`src/rtl/dmux_pipeline_scheduler.sv`:
```
// ============================================================================
// Module   : dmux_pipeline_scheduler
// Brief    : Round-robin, credit-gated issue front-end for a fixed-latency
//            pipelined demux, with regenerated per-output valid strobes.
// Revision : 1.0 - initial release
// ============================================================================
`default_nettype none

module dmux_pipeline_scheduler #(
    parameter int WIDTH        = 8,
    parameter int OUTPUT_COUNT = 4,
    parameter int REQUESTERS   = 2,
    parameter int LATENCY      = 2,
    parameter int CREDITS      = 4,
    localparam int SELW        = $clog2(OUTPUT_COUNT) + 1,
    localparam int CW          = $clog2(CREDITS + 1)
) (
    input  logic                       clk,
    input  logic                       rst_n,
    input  logic [REQUESTERS-1:0]      req_valid,
    output logic [REQUESTERS-1:0]      req_ready,
    input  logic [REQUESTERS*WIDTH-1:0] req_data,
    input  logic [REQUESTERS*SELW-1:0] req_dest,
    output logic [SELW-1:0]            dmux_sel,
    output logic [WIDTH-1:0]           dmux_in,
    output logic [OUTPUT_COUNT-1:0]    out_valid,
    input  logic [OUTPUT_COUNT-1:0]    credit_return,
    output logic                       busy,
    output logic                       err_bad_dest,
    output logic                       err_credit_ovf
);

    localparam int              c_dw      = (OUTPUT_COUNT > 1) ? $clog2(OUTPUT_COUNT) : 1;
    localparam int              c_pw      = (REQUESTERS > 1) ? $clog2(REQUESTERS) : 1;
    localparam logic [SELW-1:0] c_out_cnt = SELW'(OUTPUT_COUNT);
    localparam logic [CW-1:0]   c_full    = CW'(CREDITS);

    logic [WIDTH-1:0]        w_data [REQUESTERS];
    logic [SELW-1:0]         w_dest [REQUESTERS];
    logic [REQUESTERS-1:0]   w_bad;
    logic [REQUESTERS-1:0]   w_elig;
    logic [REQUESTERS-1:0]   w_ready;
    logic                    w_hs;
    logic [c_pw-1:0]         w_gidx;
    int                      w_cand;
    logic [SELW-1:0]         w_gdest;
    logic [WIDTH-1:0]        w_gdata;
    logic                    w_gbad;
    logic                    w_good;
    logic [c_pw-1:0]         w_ptr_nxt;
    logic [c_pw-1:0]         r_ptr;

    logic [CW-1:0]           r_credit [OUTPUT_COUNT];
    logic [OUTPUT_COUNT-1:0] w_dec;
    logic [OUTPUT_COUNT-1:0] w_ovf;

    // Stage 0 is the issue register; stage LATENCY drives out_valid.
    logic [LATENCY:0]        r_vld;
    logic [c_dw-1:0]         r_dst [LATENCY+1];

    genvar gi;
    generate
        for (gi = 0; gi < REQUESTERS; gi++) begin : g_req
            assign w_data[gi] = req_data[gi*WIDTH +: WIDTH];
            assign w_dest[gi] = req_dest[gi*SELW +: SELW];
            assign w_bad[gi]  = (w_dest[gi] >= c_out_cnt);
        end
    endgenerate

    // Out-of-range destinations are always eligible so they can be drained.
    always_comb begin
        w_elig = '0;
        for (int i = 0; i < REQUESTERS; i++) begin
            for (int d = 0; d < OUTPUT_COUNT; d++) begin
                if ((w_dest[i] == SELW'(d)) && (r_credit[d] != '0)) begin
                    w_elig[i] = req_valid[i];
                end
            end
            if (w_bad[i]) begin
                w_elig[i] = req_valid[i];
            end
        end
    end

    always_comb begin
        w_hs    = 1'b0;
        w_gidx  = '0;
        w_cand  = 0;
        w_ready = '0;
        for (int k = 0; k < REQUESTERS; k++) begin
            w_cand = int'(r_ptr) + k;
            if (w_cand >= REQUESTERS) begin
                w_cand = w_cand - REQUESTERS;
            end
            if (!w_hs && w_elig[w_cand[c_pw-1:0]]) begin
                w_hs   = 1'b1;
                w_gidx = w_cand[c_pw-1:0];
            end
        end
        if (w_hs) begin
            w_ready[w_gidx] = 1'b1;
        end
    end

    assign req_ready = w_ready;
    assign w_gdest   = w_dest[w_gidx];
    assign w_gdata   = w_data[w_gidx];
    assign w_gbad    = w_bad[w_gidx];
    assign w_good    = w_hs && !w_gbad;
    assign w_ptr_nxt = (w_gidx == c_pw'(REQUESTERS - 1)) ? '0 : w_gidx + 1'b1;

    always_ff @(posedge clk or negedge rst_n) begin
        if (!rst_n) begin
            r_ptr          <= '0;
            dmux_sel       <= '0;
            dmux_in        <= '0;
            err_bad_dest   <= 1'b0;
            err_credit_ovf <= 1'b0;
            r_vld          <= '0;
            for (int k = 0; k <= LATENCY; k++) begin
                r_dst[k] <= '0;
            end
        end else begin
            err_bad_dest   <= w_hs && w_gbad;
            err_credit_ovf <= |w_ovf;
            if (w_hs) begin
                r_ptr <= w_ptr_nxt;
            end
            if (w_good) begin
                dmux_sel <= w_gdest;
                dmux_in  <= w_gdata;
                r_vld[0] <= 1'b1;
                r_dst[0] <= w_gdest[c_dw-1:0];
            end else begin
                dmux_sel <= '0;
                dmux_in  <= '0;
                r_vld[0] <= 1'b0;
                r_dst[0] <= '0;
            end
            for (int k = LATENCY; k > 0; k--) begin
                r_vld[k] <= r_vld[k-1];
                r_dst[k] <= r_dst[k-1];
            end
        end
    end

    genvar gd;
    generate
        for (gd = 0; gd < OUTPUT_COUNT; gd++) begin : g_credit
            assign w_dec[gd] = w_good && (w_gdest == SELW'(gd));
            // A return against a full counter with no matching issue is dropped.
            assign w_ovf[gd] = credit_return[gd] && !w_dec[gd] && (r_credit[gd] == c_full);

            always_ff @(posedge clk or negedge rst_n) begin
                if (!rst_n) begin
                    r_credit[gd] <= c_full;
                end else if (w_dec[gd] && !credit_return[gd]) begin
                    r_credit[gd] <= r_credit[gd] - 1'b1;
                end else if (!w_dec[gd] && credit_return[gd] && (r_credit[gd] != c_full)) begin
                    r_credit[gd] <= r_credit[gd] + 1'b1;
                end
            end

            assign out_valid[gd] = r_vld[LATENCY] && (r_dst[LATENCY] == c_dw'(gd));
        end
    endgenerate

    // Busy covers words still travelling; the stage presenting out_valid has arrived.
    generate
        if (LATENCY == 0) begin : g_busy_lat0
            assign busy = 1'b0;
        end else begin : g_busy_pipe
            assign busy = |r_vld[LATENCY-1:0];
        end
    endgenerate

endmodule

`default_nettype wire

```
`config.mk`:
```
export PLATFORM = sky130hd
export DESIGN_NAME = dmux_pipeline_scheduler
export DESIGN_NICKNAME = d
export VERILOG_FILES = /design/src/rtl/dmux_pipeline_scheduler.sv
export SDC_FILE = /design/constraint.sdc
export NUM_CORES = 1
export LEC_CHECK = 0
export ABC_CLOCK_PERIOD_IN_PS = 3880
export BUFFER_PORTS_ARGS = -buffer_cell sky130_fd_sc_hd__clkbuf_2
export CAP_MARGIN = 20
export CORE_UTILIZATION = 53
export CTS_CLUSTER_SIZE = 40
export DETAILED_ROUTE_END_ITERATION = 6
export PLACE_DENSITY = 0.81
export SLEW_MARGIN = 20
export SYNTH_ARGS = -nofsm -noshare
export SYNTH_HDL_FRONTEND = slang
export SYNTH_SLANG_ARGS = --single-unit
```
`constraint.sdc`:
```
create_clock -name clk -period 3.88 [get_ports clk]
set_input_delay 0.582 -clock clk [delete_from_list [all_inputs] [get_ports clk]]
set_output_delay 0.582 -clock clk [all_outputs]
set_load 0.005 [all_outputs]
```
[Word level (Yosys, flattened, before mapping)]
Cells that the tools add are included.
Cells by class
  muxes and demuxes: 44
  divide/modulo/power cells: 0
  multipliers: 0
  equal/unequal tests: 20
  bitwise operators: 1
  add/sub/neg operators: 12
  reductions and logical operators: 60
  $lt $le $gt $ge: 9
  shift operators: 0
Operators by type and width (count)
  $logic_and 1x1->1: 36
  $mux 3: 12
  $mux 8: 4
  $mux 1: 25
  $eq 3x2->1 const B: 6
  $add 3x1->3 const B: 4
  $eq 3x3->1 const B: 4
  $ne 3x3->1 const B: 4
  $reduce_bool 3->1: 4
  $sub 3x1->3 const B: 4
  $logic_not 1->1: 10
  $eq 3x1->1 const B: 3
  $logic_not 3->1: 3
  $reduce_bool 2->1: 4
  $ge 3x3->1 const B: 2
  $lt 1x2->1 const B: 3
  $eq 2x2->1 const B: 2
  $ge 2x2->1 const B: 2
  $mux 2: 2
  $reduce_or 4->1: 1
  $add 1x1->2 const B: 1
  $eq 2x1->1 const B: 1
  $ge 1x2->1 const B: 1
  $logic_not 2->1: 1
  other kinds (6): 7
Storage, ports and cells
  register bits: 35
  bits in latches: 0
  bits in read-only memories: 0
  word-level logic and storage cells: 159
  memories: 0
  bits in writable memories: 0
  input port bits: 30

[Logic depth before layout (Yosys ltp)]
  depth in word-level cells: 24
  depth in mapped cells: 13
  gate-level depth less buffers: 11

[Least setup slack after synthesis]
No wires, ideal clock.
  path kind: input to register
  start point: in req_dest[4]
  end point: reg r_credit[4] (netlist name)
  data required time: 3.752 ns
  buffers on the path: 2
  library setup time: 0.128 ns
  stages: 12
  arrival time: 3.005 ns
  path slack: 0.747 ns
  cell sequence: buf_6 > nand2b_1 > o32ai_1 > a211oi_4 > o21ai_1 > o211ai_1 > buf_2 > or2_2 > fa_1 > nor2_1 > a21oi_1 > o21ai_0
Between the ends
  cells in the longest elaborated chain, start to end: 23
RTL lines
  from (decl): line 23  | input logic [REQUESTERS*SELW-1:0] req_dest,
  $logic_not 3->1: line 75  | if ((w_dest[i] == SELW'(d)) && (r_credit[d] != '0)) begin
  $logic_and 1x1->1: line 75
  $mux 1 (4 in series): line 75
  $mux 1: line 79  | if (w_bad[i]) begin
  $mux 1 (implied by the code) (2 in series): line 95  | if (!w_hs && w_elig[w_cand[c_pw-1:0]]) begin
  $mux 1: line 95
  $logic_not 1->1: line 95
  $logic_and 1x1->1: line 95
  $mux 1: line 95
  $not 1->2 (implied by the code): line 106  | assign w_gdest = w_dest[w_gidx];
  $mux 3 (implied by the code) (3 in series): line 106
  $eq 3x2->1: line 150  | assign w_dec[gd] = w_good && (w_gdest == SELW'(gd));
  $logic_and 1x1->1 (*): line 150
  $logic_not 1->1: line 159  | end else if (!w_dec[gd] && credit_return[gd] && (r_credit[gd] != c_full)) begin
  $logic_and 1x1->1 (2 in series): line 159
  $reduce_bool 2->1 (no line)
  to (signal, indexed assignment): line 156  | r_credit[gd] <= c_full;
  to (signal, indexed assignment): line 158  | r_credit[gd] <= r_credit[gd] - 1'b1;
  to (signal, indexed assignment): line 160  | r_credit[gd] <= r_credit[gd] + 1'b1;
  to (decl): line 53  | logic [CW-1:0] r_credit [OUTPUT_COUNT];
Every way passes the cells marked *; elsewhere a longest branch is shown, timed or not. The select of a mux whose other input is x is not followed.
A chain may end at the register's enable or synchronous reset.

[Worst setup path after layout]
  start point: reg r_credit[9] (netlist name)
  end point: reg r_credit[8] (netlist name)
Between the ends
  cells in the longest elaborated chain, start to end: 23
RTL lines (line)
  $reduce_bool 3->1 (*): 75
  $logic_and 1x1->1: 75
  $mux 1 (4 in series): 75
  $mux 1: 79
  $mux 1 (implied by the code) (2 in series): 95
  $mux 1: 95
  $logic_not 1->1: 95
  $logic_and 1x1->1: 95
  $mux 1: 95
  $not 1->2 (implied by the code): 106
  $mux 3 (implied by the code) (3 in series): 106
  $eq 3x1->1: 150
  $logic_and 1x1->1 (*): 150
  $logic_not 1->1: 159
  $logic_and 1x1->1 (2 in series): 159
  $reduce_bool 2->1 (no line)
Marked as above.

==> results.sh <==
export IMPL_finalWorstSetupSlack_ps=717.6
export IMPL_gp_congestion=0.9417
export IMPL_antenna_found_initial=0
export IMPL_p_leak_nw=1.165
export IMPL_via_count=1799
export IMPL_critPathMaxFanout=8
export IMPL_chipHeight_um=64.62
export IMPL_fmax_mhz=316.2
export IMPL_rsz0062_at_grt="false"
export IMPL_required_ps=4100
export IMPL_mostFrequentLayoutCell="clkbuf_2"
export IMPL_grt_pass1_wl_mm=7.272
export IMPL_hold_slack_ps=351.2
export IMPL_synthArstFlopShare=1.000
export IMPL_synth_area_leaders="dfrtp_1 (35%), mux2i_1 (6.7%), dfstp_2 (5.1%), nand2_1 (4.7%), fa_1 (3.9%)"
export IMPL_drv_cap=0
export IMPL_fillerInstances=321
export IMPL_cts_setup_buffers=0
export IMPL_period_needed_ps=3162
export IMPL_cts_buffer_depth=2
export IMPL_crit_arrival_ps=3380
export IMPL_io_buffer_count=49
export IMPL_synth_area_mm2=0.002078
export IMPL_grt_pass1_vias=1661
export IMPL_rows=22
export IMPL_ctsHoldBuffers=0
export IMPL_synth_edff_count=0
export IMPL_final_cell_mix="clkbuf_2 (49), dfrtp_1 (29), nand2_1 (26)"
export IMPL_htree_levels=2
export IMPL_cp_num_buf_inv=0
export IMPL_drt_initial_drc_count=95
export IMPL_syn_inst=227
export IMPL_min_path_cells=0
export IMPL_crit_type="reg -> reg"
export IMPL_syn_nets=261
export IMPL_multi_input_area_mm2=0.001122
export IMPL_dr_pass1_iters=4
export IMPL_cts_root_buf="clkbuf_8"
export IMPL_diodes=0
export IMPL_worstMarginPinSlew_ps=819.3
export IMPL_worstSetupEndpointType="register"
export IMPL_synthFlopType="dfrtp_1"
export IMPL_cts_clk_slew_worst_paths_ps=70
export IMPL_synth_largest_area_cell="dfrtp_1"
export IMPL_numCtsBuffers=5
export IMPL_top_layer="met4"
export IMPL_finClkSkew_ps=5.517
export IMPL_peakVddDrop_mv=0.3613
export IMPL_relSlewSlack=0.4538
export IMPL_ant_nets=0
export IMPL_drcViolationCount=0
export IMPL_hold_viol=0
export IMPL_synth_seq_area_share=0.3998
export IMPL_post_place_ws_ps=517.3
export IMPL_grtUsageTotal=0.2324
export IMPL_regArea_um2=830.8
export IMPL_hpwl_mm=3.155
export IMPL_overflow=0
export IMPL_outcome="complete, no violations"
export IMPL_placed_cell_area_mm2=0.002330
export IMPL_cts_tree="built"
export IMPL_final_area_mm2=0.002420
export IMPL_post_drt_wl_per_cell_um=13.06
export IMPL_maxSlewViolCount=0
export IMPL_hp_class="reg -> reg"
export IMPL_dr_wl_met3_um=198
export IMPL_ioPinCount=50
export IMPL_crit_chain="nor3_1 -> o22ai_1 -> o31a_1 -> o21ai_1 -> o211ai_2 -> nand2b_1 -> fa_1 -> nor2b_1 -> mux2_1 -> mux2i_1"
export IMPL_timing_rr_start="r_credit[9]$_DFFE_PN0P_"
export IMPL_clock_latency_ps=290
export IMPL_finish_net_count=307
export IMPL_drive_gt1_frac=0.2747
export IMPL_cts_resized=0
export IMPL_grt_max_degree=34
export IMPL_drt_total_wl_mm=4.192
export IMPL_route_met2_wl_mm=2.048
export IMPL_ys_ff_latch=33
export IMPL_yosysWarningCount=0
export IMPL_hold_start="r_dst[2]$_DFF_PN0_"
export IMPL_die_w_um=64.62
export IMPL_fin_crit_sh=0.8151
export IMPL_worstReg2RegEnd="r_credit[8]$_DFFE_PN1P_"
export IMPL_p_per_area_mw_per_mm2=632.5
export IMPL_met1_length_mm=1.876
export IMPL_ys_types=53
export IMPL_avgSynthCellArea_um2=9.155
export IMPL_slowest_delay_ps=470
export IMPL_worstHoldEndpoint="r_dst[0]$_DFF_PN0_"
export IMPL_setup_tns_ps=0
export IMPL_viasPerCell=5.604
export IMPL_cts_sinks=33
export IMPL_start_util=0.5593
export IMPL_dieArea_mm2=0.004176
export IMPL_design_core_area_mm2=0.003716
export IMPL_syn_to_final_growth_pct=16.44
export IMPL_worst_setup_path_start_kind="register"
export IMPL_critical_path_top_delay_family="compound AO/OA/AOI/OAI gates"
export IMPL_synth_top_area_share=0.3492
export IMPL_ff2ff_setup_slack_ps=720
export IMPL_worst_path_max_delay_cell="dfrtp_1"
export IMPL_setup_violations_final=0
export IMPL_r2r_cells=10
[worst max path at each step]
| stage | startpoint | to | slack [ps] | depth (start not counted) |
|---|---|---|---|---|
| CTS | r_credit[9]$_DFFE_PN0P_ | r_credit[8]$_DFFE_PN1P_ | 710 | 10 |
| floorplan | req_dest[4] | r_credit[4]$_DFFE_PN0P_ | 750 | 12 |
| finish | r_credit[9]$_DFFE_PN0P_ | r_credit[8]$_DFFE_PN1P_ | 720 | 10 |
| global placement | req_dest[4] | r_credit[8]$_DFFE_PN1P_ | 600 | 11 |
| detailed placement | req_dest[4] | r_credit[8]$_DFFE_PN1P_ | 520 | 11 |
| global route | r_credit[9]$_DFFE_PN0P_ | r_credit[8]$_DFFE_PN1P_ | 440 | 10 |
[per-stage QoR]
stage	cells	power [mW]	utilization
finish	321	1.531	0.6512
CTS	321	1.543	0.6512
floorplan	227	1.091	-
global placement	314	1.247	0.6269
global route	321	1.663	0.6512
detailed placement	314	1.271	0.6269
[per-layer routing]
| metal | up-vias | global-route usage |
|---|---|---|
| met5 | - | 0 |
| met4 | 0 | 0.08889 |
| met3 | 9 | 0.05810 |
| met2 | 55 | 0.3895 |
| met1 | 840 | 0.2875 |
| li1 | 895 | - |
[cell type report]
cell class | count | area share
multi-input cells | 168 | 0.4638
flip-flops and latches | 33 | 0.3433
repair buffers | 52 | 0.1107
clock buffers | 6 | 0.03413
well taps | 48 | 0.02482
inverters | 13 | 0.02017
clock inverters | 1 | 0.003102
[kinds of logic (layout without fill, tap and decap cells)]
kind of cell / after synthesis / after routing / synth area share
adders and majority gates: 4 / 4 / 0.03853
other: 1 / 1 / 0.001804
DFF: 33 / 33 / 0.3998
muxes: 16 / 16 / 0.07826
and+or+nand+nor: 85 / 85 / 0.2053
xor gates and xnor gates: 3 / 3 / 0.01265
AOI/OAI and AO/OA: 59 / 59 / 0.2035
buffers and inverters: 26 / 72 / 0.06020
[flip-flops by register name, summed over array words and instances, names as in the netlist]
signal,flops
dmux_in,8
dmux_sel,2
err_bad_dest,1
err_credit_ovf,1
r_credit,12
r_dst,5
r_ptr,1
r_vld,3
[worst register-to-register path, delay by kind of cell, from the launching register on]
kind	cells	cell delay, ps
simple gates	3	670
flops	1	470
compound gates	4	1140
fa+ha+maj	1	400
mux	2	410
[power breakdown]
group          internal (mW)  leakage, nW  switching [mW]
sequential             0.479        0.411           0.138
combinational          0.301        0.710           0.348
clock                  0.140       0.0433           0.125
[Yosys cell counts (2+ instances only)]
master / instances
a211oi_1: 4
a21o_1: 3
a21oi_1: 14
a22oi_1: 3
and3_1: 3
buf_2: 4
buf_4: 2
buf_6: 2
clkbuf_1: 4
dfrtp_1: 29
dfstp_2: 4
fa_1: 4
inv_1: 13
mux2i_1: 14
nand2_1: 26
nand2b_1: 6
nand3b_1: 2
nand4_1: 4
nor2_1: 20
nor2b_1: 4
nor3_1: 6
nor4b_1: 2
o211ai_1: 3
o21a_1: 2
o21ai_0: 12
o21ai_1: 2
o221ai_1: 2
o31ai_1: 2
or2_2: 4
or3_1: 2
xnor2_1: 3
(Power assumes the default switching activity.)
